[config.mk]
export PLATFORM = sky130hd
export DESIGN_NAME = div_unit
export DESIGN_NICKNAME = d
export VERILOG_FILES = /design/src/rtl/div_unit.sv
export SDC_FILE = /design/constraint.sdc
export NUM_CORES = 1
export LEC_CHECK = 0
export CORE_UTILIZATION = 30
export DETAILED_ROUTE_END_ITERATION = 8
export PLACE_DENSITY_LB_ADDON = 0.2
export SLEW_MARGIN = 30
export SYNTH_ARGS = -nofsm -noshare
export SYNTH_HDL_FRONTEND = slang
export SYNTH_SLANG_ARGS = --single-unit
[constraint.sdc]
create_clock -name clk -period 14.2 [get_ports clk]
set_input_delay 2.84 -clock clk [delete_from_list [all_inputs] [get_ports clk]]
set_output_delay 2.84 -clock clk [all_outputs]
set_load 0.01 [all_outputs]
[src/rtl/div_unit.sv]
// Iterative 32-bit integer divider for DIV/DIVU.
// Restoring division, one quotient bit per cycle. A zero divisor takes a short path that
// returns {dividend, all-ones}. The result register holds until the next completion.
module div_unit (
   input  logic        clk,
   input  logic        rst,
   input  logic        start_i,
   input  logic        signed_i,
   input  logic [31:0] a_i,
   input  logic [31:0] b_i,
   input  logic        annul_i,
   output logic        ready_o,
   output logic [63:0] result_o,
   output logic        stall_o
);

   typedef enum logic [1:0] {StIdle, StZero, StRun, StDone} state_e;

   state_e      state_q, state_d;
   logic [5:0]  cnt_q, cnt_d;
   logic [31:0] dvd_q, dvd_d;    // dividend shifts out, quotient shifts in
   logic [31:0] dvs_q, dvs_d;
   logic [31:0] rem_q, rem_d;
   logic        neg_quo_q, neg_quo_d;
   logic        neg_rem_q, neg_rem_d;
   logic [63:0] result_q, result_d;

   logic [31:0] a_mag, b_mag;
   logic [32:0] part;
   logic        no_borrow;
   logic [31:0] rem_step, quo_step;

   // State and datapath registers, asynchronous active-low reset
   always_ff @(posedge clk or negedge rst) begin
      if (!rst) begin
         state_q   <= StIdle;
         cnt_q     <= 6'd0;
         dvd_q     <= 32'd0;
         dvs_q     <= 32'd0;
         rem_q     <= 32'd0;
         neg_quo_q <= 1'b0;
         neg_rem_q <= 1'b0;
         result_q  <= 64'd0;
      end else begin
         state_q   <= state_d;
         cnt_q     <= cnt_d;
         dvd_q     <= dvd_d;
         dvs_q     <= dvs_d;
         rem_q     <= rem_d;
         neg_quo_q <= neg_quo_d;
         neg_rem_q <= neg_rem_d;
         result_q  <= result_d;
      end
   end

   // Next-state logic; annul overrides every transition
   always_comb begin
      state_d = state_q;
      if (annul_i) begin
         state_d = StIdle;
      end else begin
         unique case (state_q)
            StIdle:  if (start_i) state_d = (b_i == 32'd0) ? StZero : StRun;
            StZero:  state_d = StDone;
            StRun:   if (cnt_q == 6'd31) state_d = StDone;
            StDone:  state_d = StIdle;
            default: state_d = StIdle;
         endcase
      end
   end

   // Operand capture, restoring-division step and result formation
   always_comb begin
      a_mag     = (signed_i && a_i[31]) ? (32'd0 - a_i) : a_i;
      b_mag     = (signed_i && b_i[31]) ? (32'd0 - b_i) : b_i;

      // 33-bit compare decides the quotient bit; the 32-bit difference is exact when it is 1
      part      = {rem_q, dvd_q[31]};
      no_borrow = (part >= {1'b0, dvs_q});
      rem_step  = no_borrow ? (part[31:0] - dvs_q) : part[31:0];
      quo_step  = {dvd_q[30:0], no_borrow};

      cnt_d     = 6'd0;
      dvd_d     = dvd_q;
      dvs_d     = dvs_q;
      rem_d     = rem_q;
      neg_quo_d = neg_quo_q;
      neg_rem_d = neg_rem_q;
      result_d  = result_q;

      if (!annul_i) begin
         unique case (state_q)
            StIdle: begin
               if (start_i) begin
                  // Zero-divisor path keeps the raw dividend for the result's hi word
                  dvd_d     = (b_i == 32'd0) ? a_i : a_mag;
                  dvs_d     = b_mag;
                  rem_d     = 32'd0;
                  neg_quo_d = signed_i & (a_i[31] ^ b_i[31]);
                  neg_rem_d = signed_i & a_i[31];
               end
            end
            StZero: begin
               result_d = {dvd_q, 32'hFFFF_FFFF};
            end
            StRun: begin
               cnt_d = cnt_q + 6'd1;
               dvd_d = quo_step;
               rem_d = rem_step;
               if (cnt_q == 6'd31) begin
                  result_d = {neg_rem_q ? (32'd0 - rem_step) : rem_step,
                              neg_quo_q ? (32'd0 - quo_step) : quo_step};
               end
            end
            default: ;
         endcase
      end
   end

   // Outputs: ready is a decode of the registered state
   always_comb begin
      ready_o  = (state_q == StDone);
      result_o = result_q;
      stall_o  = start_i & ~ready_o;
   end

endmodule

Word-level counts from Yosys, hierarchy flattened --
Cells that the tools add are included.
Storage, ports and cells: register bits 170, bits of input ports 69
Cells by class: add/subtract/negate cells 6, order comparisons 1, equality and inequality tests 8, mux-type cells 19, bitwise operators 6, reductions and logical operators 10
Operators by type and width (count):
- $mux 32 | 8
- $pmux 32 s2 | 2
- $pmux 64 s2 | 1
- $sub 1x32->32 const A | 4
- $mux 64 | 1
- $ge 33x32->1 | 1
- $logic_not 32->1 | 1
- $sub 32x32->32 | 1
- $mux 6 | 2
- $reduce_and 3->1 | 3
- $mux 2 | 4
- $pmux 2 s4 | 1
- $add 6x1->6 const B | 1
- $eq 6x5->1 const B | 1
- $ne 3x3->1 const B | 2
- $eq 2x2->1 const B | 2
- $ne 2x2->1 const B | 2
- $reduce_bool 2->1 | 2
- $and 1x1->1 | 3
- $eq 2x1->1 const B | 1
- $logic_and 1x1->1 | 2
- $logic_not 2->1 | 1
- $not 1->1 | 2
- $reduce_and 2->1 | 1
- $xor 1x1->1 | 1

Logic depth before layout (Yosys ltp) --
Gate-level depths: netlist of run 1.
depth after elaboration 6, gate-level depth with buffers 23

Worst setup path after synthesis of run 1 --
OpenSTA, ideal clock, no wires.
kind in2out, start point input start_i, end point output stall_o, arrival time 3037 ps, setup slack 8323 ps, cell stages on the path 1, path through nor2b_1
Between the ends: word-level cells in the longest chain between the ends 1
RTL lines:
- from (decl) | RTL line 7 | input logic start_i,
- $and 1x1->1 | RTL line 124 | stall_o = start_i & ~ready_o;
- to (decl) | RTL line 14 | output logic stall_o
Every way passes these cells.

Final worst setup path of run 1 --
Same ends and word-level chain as after synthesis.

==> summary.txt, run 1 <==
Layout
  – Final core occ: 36.5%
  – Fillers: 4193
  – Fraction of layout cells with a size suffix above 1: 5.51%
  – Area growth syn-to-layout: 19.6%
  – Sequential Area: 4260 um^2
  – Ant. Diodes: 0
  – Non-Filler Instances: 2104
  – Multi-input gate area: 7410 um^2
  – Post-route cell area: 14500 um^2
  – Nets: 1677

Worst setup path
  – Worst setup startpoint: start_i
  – CP required: 11360 ps
  – Worst R2R Setup Slack: 8430 ps
  – End of the critical path: stall_o
  – Worst Setup End Kind: output port
  – CP Class: in2out
  – Worst r2r dst: result_o[50]
  – Critical path launch point type: input pin
  – Top cell by count, worst path: clkdlybuf4s50_1
  – Worst Path Arrival: 4010 ps
  – Worst path max stage delay: 540 ps
  – Slowest CP cell: clkdlybuf4s50_1
  – Critical R2R Launch: rem_q[2]
  – Crit-path cells: clkdlybuf4s50_1 > nor2b_1 > clkdlybuf4s50_1
  – Cells on worst reg2reg path: 16
  – Crit Path Max Fanout: 3

Place
  – RePlAce Congestion: 0.851
  – Post-placement cell count: 2072
  – Worst slack, placed: 7340 ps
  – Placed Area: 13900 um^2
  – PortBufs: 134
  – HPWL Detailed: 27.6 mm

Drt
  – Routed wire length: 36.7 mm
  – Pre-Repair DR Iteration Count: 5
  – DRC viols: 0
  – DR iter-0 viols: 659
  – Antenna viol nets, final: 0
  – Vias post-DR: 10705
  – Via/cell ratio: 5.09
  – Wire per inst: 17.4 um

Clocking
  – Clock slew at reported path FFs: 60 ps
  – Clock Tree Root: clkbuf_16
  – Number of post-CTS setup repair buffers: 0
  – CTS Buf Count: 17
  – Cts hold-fix bufs: 0
  – Bufs on Longest Clock Path: 2
  – CTS Sinks: 170
  – H-tree depth: 4
  – Post-CTS Resized: 0
  – CTS tree: built
  – Worst skew pair latency: 460 ps

Power and ir drop
  – Reg power frac: 24.1%
  – Net Sw Power: 1.89 mW
  – Max VDD drop: 94.3 uV
  – Switching share of power: 49.6%
  – Clock share of power: 13.1%
  – Power Density: 263 nW/um^2
  – Pint: 1.93 mW
  – Tot Pwr: 3.82 mW
  – Static leakage: 5.83 nW
  – Part of the power in combinational logic: 62.8%

Floorplan
  – Ports: 135
  – Core Box Area: 39800 um^2
  – Initial core utilization: 30.5%
  – Die height: 203 um
  – Die W: 203 um
  – Row cnt: 73
  – DIE AREA: 41400 um^2

Yosys
  – Ys async rst share: 100%
  – Cell Area, Synth: 12200 um^2
  – Part of the Yosys area used for sequential elements: 35.0%
  – Synth top cells by count: nand2_1, o21ai_0, dfrtp_1
  – Prevailing post-synth register cell: dfrtp_1
  – Syn_nets: 1596
  – Ranking of synthesized cells by area: dfrtp_1, o21ai_0, xor2_1
  – #FFs+latches synth: 170
  – Cells after Synth: 1485
  – Syn Area/Cell: 8.19 um^2
  – Library cells used by synthesis: 81
  – Yosys top cell area share: 35.0%
  – Yosys Warn Count: 0
  – EDFF count, synth: 0
  – Area leader, netlist: dfrtp_1
  – Most numerous cell in the Yosys netlist: nand2_1

Timing
  – Fin crit share: 48.2%
  – Fmax: 0.146 GHz
  – Unrepaired setup endpoints after global routing: no
  – Hold Fails Final Rpt: 0
  – Final setup viols: 0
  – Final worst path period need: 6850 ps
  – Setup ws final: 7350 ps
  – Slew Viols, Final: 0
  – Setup TNS: 0 ps
  – Worst hold slack: 464 ps
  – Worst slew margin relative to its limit: 42.2%
  – Setup Skew: 15.7 ps
  – Worst-Margin Slew: 867 ps

Global routing
  – First-pass GRT wire length: 59.2 mm
  – Initial antenna violation count: 0
  – GRT Resource Usage Total: 18.2%
  – Largest net degree at the start of global routing: 91
  – Grt ovf: 0
  – Vias in the first global route: 10575

Hold path
  – Hold Crit Class: reg2reg

Run
  – Maxcap violations: 0

Outcome
  – Status: finished, final reports clean
cell families (layout without fill, tap and decap cells):
| kind of cell | Yosys count | count (layout) | synth area share (%) |
|---|---|---|---|
| mux | 54 | 54 | 4.55 |
| compound gates | 442 | 442 | 21.7 |
| flops | 170 | 170 | 35.0 |
| xor+xnor | 144 | 144 | 10.4 |
| fa+ha+maj | 42 | 42 | 4.38 |
| simple gates | 497 | 497 | 19.6 |
| buf+inv | 136 | 230 | 4.45 |
cell type report:
type	count	area share [%]
tap	525	4.51
timing repair buffer	141	9.61
multi-input combinational	1179	50.9
sequential	170	29.2
inverter	57	1.47
clock buffer	19	3.04
clock inverter	13	1.19
flip-flops by register name, indices dropped and copies added, names as in the netlist:
signal and flops:
cnt_q 6, dvd_q 32, dvs_q 32, neg_quo_q 1, neg_rem_q 1, rem_q 32
result_o 64, state_q 2
worst min path at each step:
stage / slack, ps / start / end / cells past startpoint
floorplan: 430 / cnt_q[0] / cnt_q[0] / 1
global route: 500 / cnt_q[0] / cnt_q[0] / 1
global placement: 450 / cnt_q[0] / cnt_q[0] / 1
finish: 460 / cnt_q[0] / cnt_q[0] / 1
detailed placement: 460 / cnt_q[0] / cnt_q[0] / 1
CTS: 470 / cnt_q[0] / cnt_q[0] / 1
cell usage in the layout (no fill, tap or decap), types with 24 or more instances in the layout:
master / netlist / final
o21ai_0: 178 / 178
mux2i_1: 44 / 44
dfrtp_1: 170 / 169
ha_1: 41 / 40
a21oi_1: 131 / 131
nor2_1: 118 / 116
inv_1: 56 / 56
nand2_1: 205 / 205
xor2_1: 89 / 89
xnor2_1: 55 / 55
clkdlybuf4s50_1: 0 / 133
o31ai_1: 24 / 24
routing by layer:
metal	global-route usage (%)	part of all wire (%)
met4	5.13	1.8
met5	0	0
met2	27.8	43
met3	2.38	4.2
met1	26.6	51
power by group through the flow:
stage	logic (mW)	clock network [mW]	registers, mW
floorplan	1.71	0	0.877
global placement	2.37	0	0.921
detailed placement	2.39	0	0.928
CTS	2.40	0.517	0.919
global route	2.68	0.534	0.953
finish	2.40	0.501	0.921
worst max-delay path: cells and delay by family:
family / cells / cell delay, ps
buffers and inverters: 2 / 1040
and+or+nand+nor: 1 / 130
Note: power is estimated with default switching activity, not from simulation.
==> run 2: changes to the inputs <==
- clock period: 14.2 -> 6.4 ns (I/O delays scaled with it)
==> run 2 against run 1 <==
Compared with the run above:
- clock skew down 7.3 ps
- via count up 0.30%
- setup slack worse by 5600 ps
- clock-buffer cell count up 1
- non-clock buffer count up 7
- power up 120%
- hold slack worse by 6.0 ps
- critical path depth up 13
- clock power up 130%
- global-route usage down 0.27 points
- highest routed layer is now met5
==> summary.txt, run 2 (synthesis gave the netlist of run 1 again) <==
Clocking
  – Bufs on Longest Clock Path: 2 (unchanged)
  – Clock slew at reported path FFs: 70 ps (about the same)
  – CTS Sinks: 170 (unchanged)
  – Worst skew pair latency: 440 ps (-20 ps)
  – Clock Tree Root: clkbuf_16
  – Post-CTS Resized: 0 (unchanged)
  – CTS Buf Count: 17 (unchanged)
  – Cts hold-fix bufs: 0 (unchanged)
  – Number of post-CTS setup repair buffers: 0 (unchanged)
  – CTS tree: built
  – H-tree depth: 4 (unchanged)

Layout
  – Fraction of layout cells with a size suffix above 1: 5.86% (+0.35 points)
  – Area growth syn-to-layout: 20.4%
  – Ant. Diodes: 0 (unchanged)
  – Final core occ: 36.8% (+0.24 points)
  – Nets: 1684 (+0.42%)
  – Fillers: 4191 (-0.048%)
  – Most frequent cells in the layout: nand2_1, o21ai_0, dfrtp_1
  – Max reg flops: 64 (unchanged)
  – Commonest non-fill, non-tap cell in the layout: nand2_1
  – Sequential Area: 4250 um^2 (about the same)
  – Multi-input gate area: 7410 um^2 (about the same)

Place
  – HPWL Detailed: 27.9 mm (+1.4%)
  – Worst slack, placed: 1310 ps (-6030 ps)
  – RePlAce Congestion: 0.883 (+3.7%)
  – PortBufs: 134 (unchanged)

Worst setup path
  – Crit path max-delay family: compound AO/OA/AOI/OAI gates
  – Worst R2R Setup Slack: 1710 ps (-6720 ps)
  – Slowest CP cell: a2111oi_1
  – Worst path max stage delay: 520 ps (-20 ps)
  – Worst setup startpoint: rem_q[13]
  – CP required: 6760 ps (-4600 ps)
  – Worst Setup End Kind: register
  – Crit Path Max Fanout: 8 (+5)
  – CP Class: reg2reg
  – Worst Path Buf+Inv: 1 (-1)
  – Critical path launch point type: register
  – Worst Path Arrival: 5040 ps (+1030 ps)
  – Critical R2R Launch: rem_q[13]
  – Crit-path cells: ha_1 > nand4_1 > nor3_1 > a22oi_1 > a31oi_1 > a21o_4 > inv_2 > mux2i_1 > ha_1 > nand2_1 > a2111oi_1 > a31oi_1 > nor4_2 > a31oi_1 > xor2_1 > o21ai_1
  – Top cell by count, worst path: a31oi_1

Timing
  – Final setup viols: 0 (unchanged)
  – Worst-Margin Slew: 901 ps (+33.8 ps)
  – Setup ws final: 1710 ps (-5640 ps)
  – Setup TNS: 0 ps (unchanged)
  – Final worst path period need: 4690 ps
  – Fin crit share: 73.2%
  – Setup Skew: 8.47 ps (-7.28 ps)
  – Worst hold slack: 458 ps (-5.99 ps)
  – Slew Viols, Final: 0 (unchanged)
  – Unrepaired setup endpoints after global routing: no
  – Fmax: 0.213 GHz
  – Hold Fails Final Rpt: 0 (unchanged)
  – Worst slew margin relative to its limit: 39.7% (-2.5 points)

Drt
  – Pre-Repair DR Iteration Count: 7 (+2)
  – DR iter-0 viols: 620 (-5.9%)
  – Antenna viol nets, final: 0 (unchanged)
  – Vias post-DR: 10737 (+0.30%)
  – Routed wire length: 36.4 mm (-0.76%)
  – Via/cell ratio: 5.09 (about the same)
  – Wire per inst: 17.2 um (-1.1%)
  – DRC viols: 0 (unchanged)

Power and ir drop
  – Power Density: 585 nW/um^2 (+120%)
  – Max VDD drop: 282 uV (+200%)
  – Static leakage: 5.88 nW (+0.95%)

Global routing
  – GRT Resource Usage Total: 17.9% (-0.27 points)
  – Largest net degree at the start of global routing: 78 (-14%)
  – Initial antenna violation count: 1 (+1)
  – First-pass GRT wire length: 58.5 mm (-1.0%)
  – Grt ovf: 0 (unchanged)
  – Vias in the first global route: 10481 (-0.89%)

Floorplan
  – Core Box Area: 39800 um^2 (unchanged)
  – Ports: 135 (unchanged)
  – Row cnt: 73 (unchanged)
  – Initial core utilization: 30.5% (unchanged)
  – Die W: 203 um (unchanged)
  – Die height: 203 um (unchanged)
  – DIE AREA: 41400 um^2 (unchanged)

Run
  – Maxcap violations: 0 (unchanged)

Hold path
  – Hold Crit Start: cnt_q[0]
  – Hold Crit Class: reg2reg

Outcome
  – Status: finished, final reports clean
## run 2: metrics by stage
stage / cells / instance area, um^2 / power (mW)
final: 2111 / 14600 / 8.56
after global routing: 2111 / 14600 / 9.30
after CTS: 2111 / 14600 / 8.58
after detailed placement: 2079 / 14000 / 7.41
after global placement: 2078 / 14000 / 7.35
after floorplan: 1485 / 12200 / 5.73
## run 2: cell type report
cell class | count | share of cell area [%]
multi-input combinational | 1179 | 50.6
timing repair buffer | 148 | 10.0
inverter | 57 | 1.46
sequential | 170 | 29.0
clock inverter | 12 | 1.26
clock buffer | 20 | 3.12
tap | 525 | 4.49
## run 2: power breakdown
part	total [mW]	switching, mW	leakage, nW	internal (mW)
registers	2.03	0.490	2.08	1.54
clock network	1.15	0.473	0.312	0.680
logic	5.38	3.23	3.49	2.16
## run 2: worst paths after layout
kind,end,cells after the start
setup / recovery,result_o[62],16
hold / removal,cnt_q[0],1
setup reg to reg,result_o[62],16
hold reg to reg,cnt_q[0],1
max in group asynchronous,dvs_q[28],2
min in group asynchronous,result_o[7],1
## run 2: per-layer routing
metal	share of wire [%]	GRT usage, %	wire length (um)	vias to the layer above
met2	44	27.9	16100	246
met1	50	26.2	18300	5034
met4	0.91	3.57	332	2
met3	4.3	2.54	1580	25
li1	-	-	-	5430
met5	0.047	0	17	-
==> run 3: changes to the inputs <==
- clock period: 6.4 -> 4.9 ns (I/O delays scaled with it)
==> run 3 against run 2 <==
Compared with the run above:
- maximum frequency grew 5.3%
- global-route usage grew 0.22 points
- critical path type unchanged
- sequential power grew 30%
==> summary.txt, run 3 (synthesis gave the netlist of run 1 again) <==
Outcome
  – Status: finished, final reports clean

Global routing
  – Met2 Use GR: 27.1% (-0.82 points)
  – Grt ovf: 0 (unchanged)
  – Vias in the first global route: 10399 (-0.78%)
  – Met3 usage in global routing: 2.36% (-0.18 points)
  – GRT busiest layer: met2
  – GRT Resource Usage Total: 18.1% (+0.22 points)
  – Initial antenna violation count: 0 (-1)
  – Met1 Usage GRT: 26.9% (+0.68 points)
  – Largest net degree at the start of global routing: 110 (+41%)
  – First-pass GRT wire length: 58.8 mm (+0.35%)

Clocking
  – CTS Buf Count: 17 (unchanged)
  – Worst skew pair latency: 450 ps (about the same)
  – Cts hold-fix bufs: 0 (unchanged)
  – Bufs on Longest Clock Path: 2 (unchanged)
  – CTS Sinks: 170 (unchanged)
  – Clock slew at reported path FFs: 70 ps (about the same)
  – Post-CTS Resized: 0 (unchanged)
  – H-tree depth: 4 (unchanged)
  – Clock Tree Root: clkbuf_16
  – CTS tree: built
  – Number of post-CTS setup repair buffers: 0 (unchanged)

Floorplan
  – Row cnt: 73 (unchanged)
  – Die W: 203 um (unchanged)
  – Die height: 203 um (unchanged)
  – DIE AREA: 41400 um^2 (unchanged)
  – Initial core utilization: 30.5% (unchanged)
  – Ports: 135 (unchanged)
  – Core Box Area: 39800 um^2 (unchanged)

Worst setup path
  – Slowest CP cell: nor4b_1
  – Worst Setup End Kind: register
  – Worst path max stage delay: 500 ps (-20 ps)
  – Cells on worst reg2reg path: 15 (-1)
  – CP required: 5210 ps (-1550 ps)
  – Worst Path Arrival: 4770 ps (-270 ps)
  – Worst r2r dst: result_o[53]
  – Crit Path Max Fanout: 7 (-1)
  – Crit-path cells: inv_1 > ha_1 > inv_1 > fa_1 > nand3_1 > nand2_1 > a21oi_1 > xnor2_1 > nor3_1 > nor4b_1 > a31oi_1 > o31ai_1 > xnor2_1 > mux2i_1 > o21ai_1
  – Critical R2R Launch: dvd_q[31]
  – CP Class: reg2reg
  – Worst R2R Setup Slack: 450 ps (-1270 ps)
  – Critical path launch point type: register

Power and ir drop
  – Static leakage: 5.99 nW (+1.9%)
  – Max VDD drop: 274 uV (-2.9%)
  – Tot Pwr: 11.2 mW (+31%)
  – Power Density: 759 nW/um^2 (+30%)

Layout
  – Sequential Area: 4250 um^2 (unchanged)
  – Non-Filler Instances: 2141 (+1.4%)
  – Fillers: 4173 (-0.43%)
  – Post-route cell area: 14800 um^2 (+1.1%)
  – Nets: 1714 (+1.8%)
  – Ant. Diodes: 0 (unchanged)
  – Multi-input gate area: 7400 um^2 (about the same)
  – Max reg flops: 64 (unchanged)
  – Fraction of layout cells with a size suffix above 1: 7.61% (+1.7 points)
  – Commonest non-fill, non-tap cell in the layout: nand2_1
  – Most frequent cells in the layout: nand2_1, o21ai_0, dfrtp_1
  – Final core occ: 37.2% (+0.39 points)
  – Area growth syn-to-layout: 21.6%

Hold path
  – Hold Crit Class: in2async

Timing
  – Setup TNS: 0 ps (unchanged)
  – Fin crit share: 90.9% (+18 points)
  – Unrepaired setup endpoints after global routing: no
  – Worst-Margin Slew: 893 ps (-7.39 ps)
  – Slew Viols, Final: 0 (unchanged)
  – Final setup viols: 0 (unchanged)
  – Worst slew margin relative to its limit: 40.2% (+0.50 points)
  – Hold Fails Final Rpt: 0 (unchanged)
  – Final worst path period need: 4450 ps (-235 ps)
  – Fmax: 0.225 GHz (+5.3%)
  – Setup Skew: 11.4 ps (+2.90 ps)

Drt
  – DR iter-0 viols: 710 (+15%)
  – Routed wire length: 36.9 mm (+1.5%)
  – Vias post-DR: 10932 (+1.8%)
  – Antenna viol nets, final: 0 (unchanged)
  – DRC viols: 0 (unchanged)
  – Via/cell ratio: 5.11 (+0.39%)
  – Pre-Repair DR Iteration Count: 5 (-2)
  – Wire per inst: 17.2 um (about the same)

Place
  – PortBufs: 134 (unchanged)
  – HPWL Detailed: 28.0 mm (+0.29%)
  – RePlAce Congestion: 0.848 (-3.9%)
  – Placed Area: 14200 um^2 (+1.5%)
  – Post-placement cell count: 2108 (+1.4%)

Run
  – Maxcap violations: 0 (unchanged)
-- run 3: cell types whose count changed in the layout (fill, tap and decap cells not counted), sizes merged --
cell / change
bufinv: -4
inv: -1
buf: +30
clkinv: +3
clkbuf: -1
clkinvlp: +3
-- run 3: per-layer routing --
metal / up-vias / wire (um) / share of wire [%]
met3: 31 / 1760 / 4.8
li1: 5489 / - / -
met4: 0 / 688 / 1.9
met1: 5150 / 18600 / 50
met5: - / 0 / 0
met2: 262 / 15900 / 43
-- run 3: layout make-up --
type,instances,share of cell area (%)
multi-input combinational,1179,50.0
sequential,170,28.7
timing repair buffer,178,11.6
tap,525,4.44
clock buffer,19,3.06
inverter,57,1.45
clock inverter,13,0.651
-- run 3: how the worst max path moves through the flow --
stage | from | endpoint | slack (ps) | cells after the start
after floorplan | rem_q[23] | result_o[50] | 390 | 19
after detailed placement | b_i[1] | dvd_q[29] | 280 | 13
final | dvd_q[31] | result_o[53] | 450 | 15
after global placement | b_i[1] | dvd_q[8] | 340 | 13
after CTS | rem_q[25] | result_o[60] | 460 | 19
after global routing | dvd_q[31] | result_o[63] | 20 | 15
-- run 3: worst max-delay path, delay by kind of cell (launching register included) --
kind | cells | cell delay [ps]
compound gates | 4 | 1310
simple gates | 4 | 1150
fa+ha+maj | 2 | 630
flops | 1 | 400
xor+xnor | 2 | 350
buf+inv | 2 | 260
mux | 1 | 220
-- run 3: report_power, final --
group | internal (mW) | total (mW) | switching [mW]
registers | 2.01 | 2.64 | 0.631
clock network | 0.678 | 1.30 | 0.626
logic | 3.01 | 7.30 | 4.29
-- run 3: stage by stage --
stage / setup WS (ps) / hold WS, ps
after floorplan: 387 / 433
after global placement: 345 / 452
after detailed placement: 276 / 457
after CTS: 456 / 467
after global routing: 18.2 / 367
final: 448 / 368
